<file path="config.mk">
export PLATFORM = sky130hd
export DESIGN_NAME = timer_scheduler
export DESIGN_NICKNAME = d
export VERILOG_FILES = /design/src/rtl/timer_pkg.sv /design/src/rtl/tick_cnt.sv /design/src/rtl/timer_scheduler.sv
export SDC_FILE = /design/constraint.sdc
export NUM_CORES = 1
export LEC_CHECK = 0
export CAP_MARGIN = 20
export CORE_ASPECT_RATIO = 1.75
export CORE_MARGIN = 2
export CORE_UTILIZATION = 45
export DETAILED_ROUTE_END_ITERATION = 7
export HOLD_SLACK_MARGIN = 0.1
export PLACE_DENSITY = 0.77
export SKIP_CTS_REPAIR_TIMING = 1
export SYNTH_ARGS = -nofsm -noshare
export SYNTH_HDL_FRONTEND = slang
export SYNTH_HIERARCHICAL = 1
export SYNTH_SLANG_ARGS = --single-unit
</file>
<file path="constraint.sdc">
create_clock -name clk -period 4.05 [get_ports clk]
set_input_delay 0.6075 -clock clk [delete_from_list [all_inputs] [get_ports clk]]
set_output_delay 0.6075 -clock clk [all_outputs]
set_load 0.005 [all_outputs]
</file>
<file path="src/rtl/timer_pkg.sv">
// timer_pkg: shared definitions for the timer scheduler.
//   DEF_NREQ / DEF_N : default requester count and tick-counter width
//   state_t          : scheduler FSM state encoding
package timer_pkg;

  localparam int unsigned DEF_NREQ = 4;
  localparam int unsigned DEF_N    = 32;

  typedef enum logic [1:0] {
    IDLE = 2'd0,
    RUN  = 2'd1,
    DONE = 2'd2
  } state_t;

endpackage

</file>
<file path="src/rtl/tick_cnt.sv">
// tick_cnt: N-bit tick counter with synchronous clear, count enable and a
// terminal-compare flag.
//   clk, rst_n : clock, asynchronous active-low reset
//   clr        : synchronous clear (takes priority over en)
//   en         : increment by one this cycle
//   term       : terminal value compared against the count
//   count      : current count
//   tc         : count == term
module tick_cnt
  import timer_pkg::*;
#(
  parameter int unsigned N = DEF_N
) (
  input  logic         clk,
  input  logic         rst_n,
  input  logic         clr,
  input  logic         en,
  input  logic [N-1:0] term,
  output logic [N-1:0] count,
  output logic         tc
);

  always_ff @(posedge clk or negedge rst_n) begin
    if (!rst_n) begin
      count <= '0;
    end else if (clr) begin
      count <= '0;
    end else if (en) begin
      count <= count + N'(1);
    end
  end

  assign tc = (count == term);

endmodule

</file>
<file path="src/rtl/timer_scheduler.sv">
// timer_scheduler: round-robin arbiter sharing one tick counter among NREQ
// timeout requesters. A granted request runs for load+1 ticks and then
// pulses its done bit, unless the grantee cancels first.
//   clk, rst_n : clock, asynchronous active-low reset
//   pwr_off    : synchronous clear of all state, highest priority
//   req        : per-requester timeout request (level)
//   load_val   : per-requester load, slice i = [i*N +: N]
//   cancel     : per-requester abort, honoured only for the grantee in RUN
//   grant      : one-hot, high through the RUN phase of the served requester
//   done       : one-hot, one-cycle pulse on expiry
//   busy       : FSM not in IDLE
//   count      : current tick count
module timer_scheduler
  import timer_pkg::*;
#(
  parameter int unsigned NREQ = DEF_NREQ,
  parameter int unsigned N    = DEF_N
) (
  input  logic              clk,
  input  logic              rst_n,
  input  logic              pwr_off,
  input  logic [NREQ-1:0]   req,
  input  logic [NREQ*N-1:0] load_val,
  input  logic [NREQ-1:0]   cancel,
  output logic [NREQ-1:0]   grant,
  output logic [NREQ-1:0]   done,
  output logic              busy,
  output logic [N-1:0]      count
);

  localparam int unsigned PW = (NREQ > 1) ? $clog2(NREQ) : 1;

  state_t          state;
  logic [PW-1:0]   ptr;
  logic [PW-1:0]   win;
  logic [N-1:0]    ld_reg;
  logic [PW-1:0]   pick;
  logic [N-1:0]    pick_ld;
  logic [PW-1:0]   win_next;
  logic            cnt_clr;
  logic            cnt_en;
  logic            cnt_tc;

  // Round-robin selection: first requester at or above ptr, wrapping.
  always_comb begin
    int unsigned idx;
    int unsigned sel;
    logic        found;
    pick  = ptr;
    found = 1'b0;
    for (int unsigned k = 0; k < NREQ; k++) begin
      idx = (32'(ptr) + k) % NREQ;
      if (!found && req[idx]) begin
        found = 1'b1;
        pick  = PW'(idx);
      end
    end
    sel     = 32'(pick);
    pick_ld = load_val[sel*N +: N];
  end

  always_comb begin
    win_next = PW'((32'(win) + 1) % NREQ);
  end

  // Counter is cleared on every new grant; it stops at ld_reg so a full-range
  // load never wraps.
  assign cnt_clr = pwr_off || ((state == IDLE) && (|req));
  assign cnt_en  = (state == RUN) && !cnt_tc;

  tick_cnt #(.N(N)) u_cnt (
    .clk   (clk),
    .rst_n (rst_n),
    .clr   (cnt_clr),
    .en    (cnt_en),
    .term  (ld_reg),
    .count (count),
    .tc    (cnt_tc)
  );

  always_ff @(posedge clk or negedge rst_n) begin
    if (!rst_n) begin
      state  <= IDLE;
      grant  <= '0;
      done   <= '0;
      ld_reg <= '0;
      ptr    <= '0;
      win    <= '0;
    end else if (pwr_off) begin
      state  <= IDLE;
      grant  <= '0;
      done   <= '0;
      ld_reg <= '0;
      ptr    <= '0;
      win    <= '0;
    end else begin
      case (state)
        IDLE: begin
          done <= '0;
          if (|req) begin
            win    <= pick;
            ld_reg <= pick_ld;
            grant  <= NREQ'(1) << pick;
            state  <= RUN;
          end
        end
        RUN: begin
          // Cancel is checked before expiry so a coincident cancel suppresses done.
          if (cancel[win]) begin
            grant <= '0;
            ptr   <= win_next;
            state <= IDLE;
          end else if (cnt_tc) begin
            grant <= '0;
            done  <= NREQ'(1) << win;
            ptr   <= win_next;
            state <= DONE;
          end
        end
        DONE: begin
          done  <= '0;
          state <= IDLE;
        end
        default: begin
          grant <= '0;
          done  <= '0;
          state <= IDLE;
        end
      endcase
    end
  end

  assign busy = (state != IDLE);

endmodule
</file>
==> metrics.md <==
| Metric | Value |
|---|---|
| CTS root buffer | clkbuf_16 |
| Multi-input logic area | 2710 µm² |
| WL per Instance | 18.9 µm |
| Final Hold Viols | 0 |
| Drt total wl | 14800 µm |
| Most frequent cell after synthesis | dfrtp_1 |
| Initial Util | 0.460 |
| Synth Instances | 488 |
| PortBufs | 179 |
| Die Ht | 142 µm |
| Final Cycle Share | 0.791 |
| Via count | 4543 |
| Reg2Reg Depth | 10 |
| Syn nets | 632 |
| Largest area contributor in the netlist | dfrtp_1 |
| CP required | 4270 ps |
| DRC | 0 |
| Antenna diode count | 0 |
| Syn avg cell area | 10.1 µm² |
| R2r setup slk | 910 ps |
| Layout cells sized above 1 | 0.0767 |
| Area share of the largest cell type after synthesis | 0.396 |
| GRT overflow | 0 |
| Leakage power | 2.93 nW |
| Max incr delay on CP | 590 ps |
| VDD IR max | 258 µV |
| HPWL after detailed placement | 11500 µm |
| Global Route Usage Sum | 0.254 |
| Slowest-stage cell, CP | clkdlybuf4s50_1 |
| Initial antenna violation count | 0 |
| Area post-placement | 6690 µm² |
| Hold WS | 418 ps |
| Critical path data arrival time | 3420 ps |
| Seq. cell area | 1950 µm² |
| Worst Hold Class | primary input to asynchronous set/reset pin |
| First-pass GRT wire length | 23700 µm |
| Remaining antenna violation count | 0 |
| CTS tree | yes |
| Clk_skew | 6.64 ps |
| Die area | 11800 µm² |
| Core Area | 10700 µm² |
| Cell Area, Synth | 4920 µm² |
| Synth async-reset ratio | 1.00 |
| Final setup vio count | 0 |
| Fin. max-slew vios | 0 |
| CTS Buffer Depth | 2 |
| CP Launch Type | primary input |
| Prevailing post-synth register cell | dfrtp_1 |
| Yosys reg bits | 78 |
| Die width | 83.1 µm |
| Max H-tree Level | 3 |
| TritonRoute pass-1 iters | 6 |
| Iter 0 DRT Violations | 330 |
| GPL Wtd Cong | 0.866 |
| RR Endpoint | u_cnt/count[31] |
| Buf+Inv Stages, Crit Path | 3 |
| Critical Path, Cell by Cell | clkdlybuf4s50_1, nor4_2, nor2_1, nor2_2, inv_1, o2111ai_1, buf_4, or3_1, nor4_1, mux2_2 |
| Final core utilization | 0.654 |
| CP endpoint kind | flop |
| Vias/cell | 5.81 |
| Clk pin slew, worst setup/hold paths | 60 ps |
| Synth top cells by count | 78 x dfrtp_1, 68 x mux2i_1, 48 x nand2_1, 36 x xor2_1 |
| Pwr dens | 308 nW/µm² |
| Sequential fraction of the synthesis area | 0.396 |
| Max Cap Violations | 0 |
| Yosys warns | 6 |
| Area delta synth->final | 42.1% |
| Final Instance Area | 7000 µm² |
| RSZ-0062 raised after global routing | false |
| Worst slew pin tran | 994 ps |
| Post-synth EDFFs | 0 |
| Pin count of the biggest net entering global routing | 79 |
| Crit Path Category | primary input to flop |
| CTS Sinks | 78 |
| Vias in the first global route | 4682 |
| Synth unique cells | 54 |
| Num CTS Buffers | 9 |
| Crit Path Max Fanout | 12 |
| Period minus WS final | 3200 ps |
| Clk_lat worst skew | 340 ps |
| Status | completed |
| Setup TNS Final | 0 ps |
| Fillers | 852 |
| Number of core rows | 50 |
| Top Ports | 180 |
| Crit path max-delay family | simple AND/OR/NAND/NOR gates |
| Final #Nets | 791 |
| Area contributors post-synth | dfrtp_1 40%, mux2i_1 14%, xor2_1 6.4%, o221ai_1 5.7%, nand2_1 3.7% |
| Fmax achieved | 312 MHz |
| Worst slew margin | 0.337 |
| Worst R2R Start | u_cnt/count[4] |
## logic make-up (layout without fill, tap and decap cells)
kind of cell	Yosys count	after routing	share of synthesized area
xor gates and xnor gates	41	41	0.0729
muxes	80	80	0.168
buffers and inverters	43	207	0.0556
DFF	78	78	0.396
AOI/OAI and AO/OA	74	74	0.112
adders and majority gates	5	5	0.0127
and+or+nand+nor	167	167	0.183
## stage by stage
| step | power [W] | setup slack (ps) | cells |
|---|---|---|---|
| 2_1_floorplan | 0.00113 | 1100 | 488 |
| 3_3_place_gp | 0.00134 | 647 | 766 |
| 3_5_place_dp | 0.00135 | 553 | 766 |
| 4_1_cts | 0.00217 | 897 | 782 |
| 5_1_grt | 0.00224 | 664 | 782 |
| 6_report | 0.00215 | 846 | 782 |
## worst max-delay path by stage
stage	startpoint	to	slack (ps)	cells after the start
global placement	req[3]	u_cnt/count[25]	650	10
CTS	req[3]	u_cnt/count[31]	900	10
detailed placement	req[3]	u_cnt/count[31]	550	10
global route	req[3]	u_cnt/count[23]	660	10
finish	req[3]	u_cnt/count[31]	850	10
floorplan	req[0]	u_cnt/count[11]	1100	11
## routing by layer
layer,track usage,part of all wire,vias up
met1,0.275,0.35,2199
met5,0,0,-
met3,0.0429,0.053,37
li1,-,-,2103
met2,0.477,0.56,204
met4,0.118,0.034,0
## cell type report
type	instances	area share
clock buffers	11	0.0361
clock inverters	5	0.00822
well taps	130	0.0232
multi-input cells	367	0.387
inverters	7	0.00375
flip-flops and latches	78	0.279
repair buffers	184	0.263
## power by group
| part | leakage, nW | switching [W] | total, W | internal, W |
|---|---|---|---|---|
| Clock | 0.144 | 0.000312 | 0.000821 | 0.000509 |
| Sequential | 1.06 | 0.0000436 | 0.000872 | 0.000828 |
| Combinational | 1.73 | 0.000208 | 0.000461 | 0.000254 |
## placed cells by master, fill, tap and decap left out, types with 10 or more instances in the layout
master | netlist | layout
a21oi_1 | 15 | 15
clkdlybuf4s50_1 | 0 | 178
dfrtp_1 | 78 | 78
mux2i_1 | 68 | 68
nand2_1 | 48 | 48
nand3_1 | 10 | 10
nor2_1 | 32 | 32
nor2b_1 | 15 | 15
nor4_1 | 16 | 16
o221ai_1 | 32 | 32
xor2_1 | 36 | 36
Power figures use the tool's default switching activity.
